`config.mk`:
```
export PLATFORM = sky130hd
export DESIGN_NAME = sensor_alarm_ctrl_flat
export DESIGN_NICKNAME = d
export VERILOG_FILES = /design/src/rtl/sensor_alarm_ctrl_pkg.sv /design/src/rtl/sensor_alarm_ctrl_if.sv /design/src/rtl/sensor_alarm_ctrl_qual_cnt.sv /design/src/rtl/sensor_alarm_ctrl.sv /design/src/flat_wrapper.sv
export SDC_FILE = /design/constraint.sdc
export NUM_CORES = 1
export LEC_CHECK = 0
export ABC_AREA = 0
export BUFFER_PORTS_ARGS = -buffer_cell sky130_fd_sc_hd__buf_2
export CORE_MARGIN = 5
export CORE_UTILIZATION = 45
export DETAILED_ROUTE_END_ITERATION = 6
export PLACE_DENSITY = 0.77
export SLEW_MARGIN = 20
export SYNTH_ARGS = -nofsm -noshare
export SYNTH_HDL_FRONTEND = slang
export SYNTH_SLANG_ARGS = --single-unit
```
`constraint.sdc`:
```
create_clock -name clk -period 2.2 [get_ports clk]
set_clock_uncertainty 0.2 [all_clocks]
set_input_delay 0.33 -clock clk [delete_from_list [all_inputs] [get_ports clk]]
set_output_delay 0.33 -clock clk [all_outputs]
set_load 0.01 [all_outputs]
```
`src/rtl/sensor_alarm_ctrl_pkg.sv`:
```
// Shared types and constants for the sensor alarm controller.
// Sensor bit positions match the upstream error detector.
package sensor_pkg;

    localparam int SENSOR_W = 4;

    localparam int SENS_A = 0;
    localparam int SENS_B = 1;
    localparam int SENS_C = 2;
    localparam int SENS_D = 3;

    typedef enum logic [1:0] {
        IDLE    = 2'd0,
        QUALIFY = 2'd1,
        ALARM   = 2'd2,
        CLEAR   = 2'd3
    } state_t;

    function automatic logic local_error(logic [SENSOR_W-1:0] s);
        return s[SENS_A]
             | (s[SENS_D] & s[SENS_B])
             | (s[SENS_C] & s[SENS_B]);
    endfunction

endpackage

```
`src/rtl/sensor_alarm_ctrl_if.sv`:
```
// Sensor/host bundle for the alarm controller.
// master = sensor/host side, slave = controller side.
interface sensor_alarm_ctrl_if #(
    parameter int CNT_WIDTH = 8
);
    import sensor_pkg::*;

    logic [SENSOR_W-1:0]  sensors;
    logic                 error;
    logic                 alarm_ack;
    logic                 alarm;
    logic [SENSOR_W-1:0]  fault_code;
    logic [CNT_WIDTH-1:0] event_count;
    logic [1:0]           state_o;

    modport master (
        output sensors,
        output error,
        output alarm_ack,
        input  alarm,
        input  fault_code,
        input  event_count,
        input  state_o
    );

    modport slave (
        input  sensors,
        input  error,
        input  alarm_ack,
        output alarm,
        output fault_code,
        output event_count,
        output state_o
    );

endinterface

```
`src/rtl/sensor_alarm_ctrl_qual_cnt.sv`:
```
// Debounce counter: counts consecutive qualifying samples and
// flags the terminal count at DEBOUNCE_CYCLES-1.
module sensor_qual_cnt #(
    parameter int DEBOUNCE_CYCLES = 4
) (
    input  logic clk,
    input  logic rst,
    input  logic clr,
    input  logic en,
    output logic tc
);

    localparam int W = $clog2(DEBOUNCE_CYCLES + 1);
    localparam logic [W-1:0] TC_VAL = W'(DEBOUNCE_CYCLES - 1);

    logic [W-1:0] cnt;

    always_ff @(posedge clk) begin
        if (rst || clr) begin
            cnt <= '0;
        end else if (en) begin
            cnt <= cnt + 1'b1;
        end
    end

    assign tc = (cnt == TC_VAL);

endmodule

```
`src/rtl/sensor_alarm_ctrl.sv`:
```
// Debounced, latched sensor alarm with fault capture and event count.
// SENSOR_ALARM_LOCAL_DETECT_EN: derive error from sensors, ignore port.
module sensor_alarm_ctrl
    import sensor_pkg::*;
#(
    parameter int DEBOUNCE_CYCLES = 4,
    parameter int CNT_WIDTH       = 8
) (
    input  logic                clk,
    input  logic                rst,
    sensor_alarm_ctrl_if.slave  bus
);

    state_t               state;
    state_t               state_nx;
    logic                 err;
    logic                 qual_en;
    logic                 qual_clr;
    logic                 qual_tc;
    logic                 enter_alarm;
    logic [SENSOR_W-1:0]  fault_q;
    logic [CNT_WIDTH-1:0] evt_q;

`ifdef SENSOR_ALARM_LOCAL_DETECT_EN
    logic unused_error;
    assign unused_error = bus.error;
    assign err = local_error(bus.sensors);
`else
    assign err = bus.error;
`endif

    sensor_qual_cnt #(
        .DEBOUNCE_CYCLES(DEBOUNCE_CYCLES)
    ) u_qual (
        .clk (clk),
        .rst (rst),
        .clr (qual_clr),
        .en  (qual_en),
        .tc  (qual_tc)
    );

    always_comb begin
        state_nx = state;
        unique case (state)
            IDLE: begin
                if (err) begin
                    state_nx = (DEBOUNCE_CYCLES == 1) ? ALARM : QUALIFY;
                end
            end
            QUALIFY: begin
                if (!err) begin
                    state_nx = IDLE;
                end else if (qual_tc) begin
                    state_nx = ALARM;
                end
            end
            ALARM: begin
                if (bus.alarm_ack) begin
                    state_nx = err ? CLEAR : IDLE;
                end
            end
            CLEAR: begin
                // Must see error low once before re-arming
                if (!err) begin
                    state_nx = IDLE;
                end
            end
            default: state_nx = IDLE;
        endcase
    end

    assign qual_en     = (state_nx == QUALIFY);
    assign qual_clr    = !qual_en;
    assign enter_alarm = (state_nx == ALARM) && (state != ALARM);

    always_ff @(posedge clk) begin
        if (rst) begin
            state   <= IDLE;
            fault_q <= '0;
            evt_q   <= '0;
        end else begin
            state <= state_nx;
            if (enter_alarm) begin
                fault_q <= bus.sensors;
                if (evt_q != '1) begin
                    evt_q <= evt_q + 1'b1;
                end
            end
        end
    end

    assign bus.alarm       = (state == ALARM);
    assign bus.state_o     = state;
    assign bus.fault_code  = fault_q;
    assign bus.event_count = evt_q;

endmodule
```
`src/flat_wrapper.sv`:
```
// flat-port wrapper written by rule: the top's interface ports become plain ports
module sensor_alarm_ctrl_flat import sensor_pkg::*;
#(
    parameter int DEBOUNCE_CYCLES = 4,
    parameter int CNT_WIDTH       = 8
)
  (clk, rst, bus_sensors, bus_error, bus_alarm_ack, bus_alarm, bus_fault_code, bus_event_count, bus_state_o);
  sensor_alarm_ctrl_if #(.CNT_WIDTH(CNT_WIDTH)) bus_i ();
  input  logic clk;
  input  logic rst;
  input wire logic [$bits(bus_i.sensors)-1:0] bus_sensors;
  input wire logic [$bits(bus_i.error)-1:0] bus_error;
  input wire logic [$bits(bus_i.alarm_ack)-1:0] bus_alarm_ack;
  output wire logic [$bits(bus_i.alarm)-1:0] bus_alarm;
  output wire logic [$bits(bus_i.fault_code)-1:0] bus_fault_code;
  output wire logic [$bits(bus_i.event_count)-1:0] bus_event_count;
  output wire logic [$bits(bus_i.state_o)-1:0] bus_state_o;
  assign bus_i.sensors = bus_sensors;
  assign bus_i.error = bus_error;
  assign bus_i.alarm_ack = bus_alarm_ack;
  assign bus_alarm = bus_i.alarm;
  assign bus_fault_code = bus_i.fault_code;
  assign bus_event_count = bus_i.event_count;
  assign bus_state_o = bus_i.state_o;
  sensor_alarm_ctrl #(.DEBOUNCE_CYCLES(DEBOUNCE_CYCLES), .CNT_WIDTH(CNT_WIDTH)) u_core (.clk(clk), .rst(rst), .bus(bus_i));
endmodule
```
== Word level (Yosys, flattened, before mapping) ==
Index checks and enable logic that the tools add are counted.
Word-level totals
  register bits: 17
  input port bits: 8
  output and inout port bits: 15
  word-level logic and storage cells: 26
Operators by class
  add/sub/neg operators: 2
  equality and inequality tests: 8
  multiplexer cells: 7
  reductions and logical operators: 5
Operators by type and width (count)
  2-bit 2-to-1 mux: 6
  8-bit by 1-bit adder with 8-bit output, second input constant: 1
  8-bit != test, second input constant: 1
  2-bit case mux with 4 select lines: 1
  2-bit equality test, second input constant: 3
  2-bit by 1-bit equality test with 1-bit output, second input constant: 2
  3-bit by 1-bit adder with 3-bit output, second input constant: 1
  3-bit by 2-bit equality test with 1-bit output, second input constant: 1
  2-bit logical NOT: 1
  2-bit != test, second input constant: 1
  2-bit AND reduction: 1
  1-bit logical AND: 1
  1-bit logical NOT: 1
  1-bit logical OR: 1

== Depth between registers and ports, before layout ==
  word-level depth: 7
  mapped depth: 7
  gate-level depth less buffers: 6

== By module ==
A second synthesis with hierarchy kept.
Second synthesis, totals
  cells, all modules: 78
  area, all modules: 795.8 sq um
Modules (own cells, without submodules)
  sensor_alarm_ctrl: instances 1, cells an instance 66, area each 649.4 sq um, sequential area each 280.3 sq um
  sensor_qual_cnt: instances 1, cells an instance 12, area each 146.4 sq um, sequential area each 60.1 sq um

== Worst setup path before layout ==
OpenSTA, ideal clock, no wires.
  kind: register to register
  from: reg u_core.u_qual.cnt[0]
  to: reg u_core.evt_q[7], in the netlist u_core.bus.event_count[7]
  data arrival time: 1.389 ns
  slack: 0.496 ns
  cell stages (with the launch flop): 8
  path buffers: 1
  clock period less this slack: 1.704 ns
  cells stage by stage: dfxtp_1 -> ha_1 -> ha_1 -> and4b_1 -> buf_6 -> o211ai_4 -> o21a_1 -> o21ba_1
Between the ends
  longest elaborated chain between the ends: 7
Ends and longest elaborated chain
  start: declaration: line sensor_alarm_ctrl_qual_cnt.sv:16  | logic [W-1:0] cnt;
  start signal: assignment: line sensor_alarm_ctrl_qual_cnt.sv:22  | cnt <= cnt + 1'b1;
  3-bit by 2-bit equality test with 1-bit output: line sensor_alarm_ctrl_qual_cnt.sv:26  | assign tc = (cnt == TC_VAL);
  2-bit 2-to-1 mux: line sensor_alarm_ctrl.sv:53  | end else if (qual_tc) begin
  2-bit 2-to-1 mux: line sensor_alarm_ctrl.sv:51  | if (!err) begin
  2-bit case mux with 4 select lines: line sensor_alarm_ctrl.sv:44  | unique case (state)
  2-bit equality test: line sensor_alarm_ctrl.sv:74  | assign enter_alarm = (state_nx == ALARM) && (state != ALARM);
  1-bit logical AND: line sensor_alarm_ctrl.sv:74
  2-bit AND reduction (no line)
  end signal: assignment: line sensor_alarm_ctrl.sv:86  | evt_q <= evt_q + 1'b1;
  end: declaration: line sensor_alarm_ctrl.sv:22  | logic [CNT_WIDTH-1:0] evt_q;
No other way between the ends.
A chain may end at the register's enable or synchronous reset.

== Final worst setup path ==
Same ends and word-level chain as after synthesis.

==> impl_metrics.py <==
metrics = {
    "drt": {
        "routed_via_density": 5.38,
        "residual_drc_count": 0,
        "drt_iter0_markers": 11,
        "routedWlPerCell_um": 12.3,
        "vias": 624,
        "postRouteWirelength_mm": 1.43,
        "firstDrtPassIters": 4,
        "route.antenna.remaining_nets": 0,
    },
    "clock_tree": {
        "cts_buffer_depth": 2,
        "worst_setup_hold_path_clk_slew_ps": 90,
        "clock_latency_ps": 280,
        "clock-sinks": 17,
        "tritoncts": "yes",
        "holdBufCountCts": 0,
        "post_cts_buffers": 0,
        "number_of_h_tree_levels": 1,
        "cts.root.buffer_cell": "sky130_fd_sc_hd__clkbuf_4",
        "cts-buffers-inserted": 3,
        "cts.repair.resized": 0,
    },
    "logic_synthesis": {
        "synth_cells": 75,
        "yosys_register_bits": 17,
        "syn-cell-area_um2": 764,
        "mappedNetlistNets": 86,
        "yosysWarnings": 0,
        "synth_seq_area_share_pct": 44.5,
        "syn_avg_cell_area_um2": 10.2,
        "unique_masters_post_synth": 28,
    },
    "global_routing": {
        "first_global_vias": 600,
        "maximum_number_of_pins_on_one_net_before_global_route_repair": 15,
        "grtUsageTotal_pct": 13.0,
        "grt_pass1_wl_mm": 2.62,
        "grt-ovfl-total": 0,
        "antenna_found_initial": 0,
    },
    "sta": {
        "fmax_ghz": 0.531,
        "finalHoldViolCount": 0,
        "finalSetupViolations": 0,
        "drv_slew": 0,
        "timing.final.crit_period_ps": 1880,
        "period_share_pct": 85.6,
        "post_route_worst_setup_slack_ps": 316,
        "fin_tns_setup_ps": 0,
        "worst_pin_slew_ps": 317,
        "rsz0062_at_grt": "false",
        "max_slew_margin_pct": 78.9,
    },
    "worst_hold_path": {
        "min_delay_src": "bus_sensors[2]",
        "hold_path_class": "input port to flip-flop",
    },
    "critical_path": {
        "crit_start": "u_core.u_qual.cnt[0]",
        "rr_startpoint": "u_core.u_qual.cnt[0]",
        "kind_of_cell_with_the_highest_combined_delay_on_the_critical_path": "compound AO/OA/AOI/OAI gates",
        "type_of_the_worst_setup_path": "flip-flop to flip-flop",
        "timing.critical_path.arrival_ps": 1870,
        "critical-path-slowest-cell": "sky130_fd_sc_hd__and4b_1",
        "timing.critical_path.from_type": "flip-flop",
        "crit_path_max_fanout": 7,
        "critPathBufInv": 0,
        "critical-path-top-cell-by-count": "sky130_fd_sc_hd__ha_1",
        "timing.critical_path.to_type": "flip-flop",
        "sequence_of_cells_on_the_critical_path": "ha_1 > ha_1 > and4b_1 > o211ai_4 > o21a_1 > o21ba_1",
        "crit_path_max_incr_delay_ps": 400,
        "cp.required_ps": 2180,
    },
    "place": {
        "port_buffers": 22,
        "dp.cells": 112,
        "gp_routability_congestion": 0.761,
        "dp_slack_ps": 325,
        "hpwl_after_detailed_placement_mm": 1.12,
    },
    "die": {
        "die_area_um2": 2620,
        "floorplan.die.width_um": 51.2,
        "die_h_um": 51.2,
        "core.rowCount": 14,
        "starting_density_of_the_core_pct": 49.0,
        "ioPinCount": 23,
        "design.core.area_um2": 1560,
    },
    "finish": {
        "layout.cells.most_common_list": "sky130_fd_sc_hd__buf_2, sky130_fd_sc_hd__dfxtp_1, sky130_fd_sc_hd__nor2_1, sky130_fd_sc_hd__xor2_1, sky130_fd_sc_hd__mux2i_1",
        "layout.cells.most_common": "sky130_fd_sc_hd__buf_2",
        "layout.area.seq_um2": 340,
        "num-fill-cells": 145,
        "drive_above_1_share_pct": 29.0,
        "area_taken_by_multi_input_logic_gates_um2": 398,
        "n_antenna_cell": 0,
        "final-instance-count-excl-fill": 116,
        "finalNetCount": 112,
        "area_growth_pct": 19.5,
    },
    "outcome": {
        "status": "completed",
    },
    "power_and_ir_drop": {
        "p_leak_nw": 0.448,
        "ir_drop_v": 0.000438,
        "cellPowerDensity_nw_per_um2": 541,
    },
    "run": {
        "maxCapViolCount": 0,
    },
}
==> through the flow <==
| stage | utilization (%) | area (um^2) | hold WS (ps) | total power, W |
|---|---|---|---|---|
| 2_1_floorplan | - | 764 | 199 | 0.000330 |
| 3_3_place_gp | 56.9 | 887 | 207 | 0.000340 |
| 3_5_place_dp | 56.9 | 887 | 221 | 0.000341 |
| 4_1_cts | 58.6 | 913 | 80.5 | 0.000502 |
| 5_1_grt | 58.6 | 913 | 81.4 | 0.000523 |
| 6_report | 58.6 | 913 | 80.8 | 0.000494 |
==> power by group <==
group,internal (W),total [W],switching (W)
clock network,0.0000704,0.000160,0.0000901
logic,0.00000976,0.0000206,0.0000109
registers,0.000310,0.000313,0.00000233
total,0.000391,0.000494,0.000103
==> kinds of logic after synthesis <==
kind of cell	after synthesis	synth area share (%)
muxes	5	6.55
xor gates and xnor gates	6	6.87
buffers and inverters	5	3.44
AOI/OAI and AO/OA	12	14.1
DFF	17	44.5
adders and majority gates	3	4.91
and+or+nand+nor	27	19.6
==> area by class of cell <==
type	instances	share of cell area, %
multi-input cells	53	43.6
flip-flops and latches	17	37.3
repair buffers	23	12.9
clock buffers	4	2.88
well taps	16	2.19
inverters	3	1.23
==> registers in the layout (all words and copies together) (netlist names) <==
register                cells
u_core.bus.event_count      8
u_core.bus.fault_code       4
u_core.u_qual.cnt           3
u_core.bus.state_o          2
==> synthesized netlist by cell type <==
master	n	area (um^2)
sky130_fd_sc_hd__a211o_1	1	8.76
sky130_fd_sc_hd__a21oi_1	1	5.00
sky130_fd_sc_hd__a221oi_1	1	8.76
sky130_fd_sc_hd__and2_1	1	6.26
sky130_fd_sc_hd__and2b_1	1	7.51
sky130_fd_sc_hd__and3_1	2	12.5
sky130_fd_sc_hd__and4_1	1	8.76
sky130_fd_sc_hd__and4b_1	1	10.0
sky130_fd_sc_hd__buf_6	1	11.3
sky130_fd_sc_hd__clkbuf_1	1	3.75
sky130_fd_sc_hd__dfxtp_1	17	340
sky130_fd_sc_hd__ha_1	3	37.5
sky130_fd_sc_hd__inv_1	3	11.3
sky130_fd_sc_hd__mux2i_1	5	50.1
sky130_fd_sc_hd__nand2b_1	1	6.26
sky130_fd_sc_hd__nand3_1	2	10.0
sky130_fd_sc_hd__nand4_4	1	21.3
sky130_fd_sc_hd__nor2_1	15	56.3
sky130_fd_sc_hd__nor2b_1	1	6.26
sky130_fd_sc_hd__nor3_1	1	5.00
sky130_fd_sc_hd__o2111ai_1	2	17.5
sky130_fd_sc_hd__o211ai_1	2	15.0
sky130_fd_sc_hd__o211ai_4	1	21.3
sky130_fd_sc_hd__o21a_1	1	7.51
sky130_fd_sc_hd__o21ai_0	1	5.00
sky130_fd_sc_hd__o21ai_2	1	8.76
sky130_fd_sc_hd__o21ba_1	1	10.0
sky130_fd_sc_hd__xor2_1	6	52.6
==> path summary, 6_finish.rpt <==
kind | to | slack, ps | cells past startpoint
setup / recovery | u_core.bus.event_count[7] | 320 | 6
hold / removal | u_core.bus.fault_code[2] | 80 | 3
setup reg to reg | u_core.bus.event_count[7] | 320 | 6
hold reg to reg | u_core.u_qual.cnt[0] | 230 | 1
==> per-layer routing <==
metal / GRT usage [%] / routed length [um] / vias up
met5: 0 / 0 / -
met1: 16.3 / 647 / 293
met2: 20.6 / 680 / 14
li1: - / - / 313
met4: 5.24 / 22 / 0
met3: 4.07 / 76 / 4
==> worst min-delay path: stages <==
cell and delay [ps]:
sky130_fd_sc_hd__buf_2 70, sky130_fd_sc_hd__mux2i_1 50, sky130_fd_sc_hd__nor2_1 70
Power figures use the tool's default switching activity.
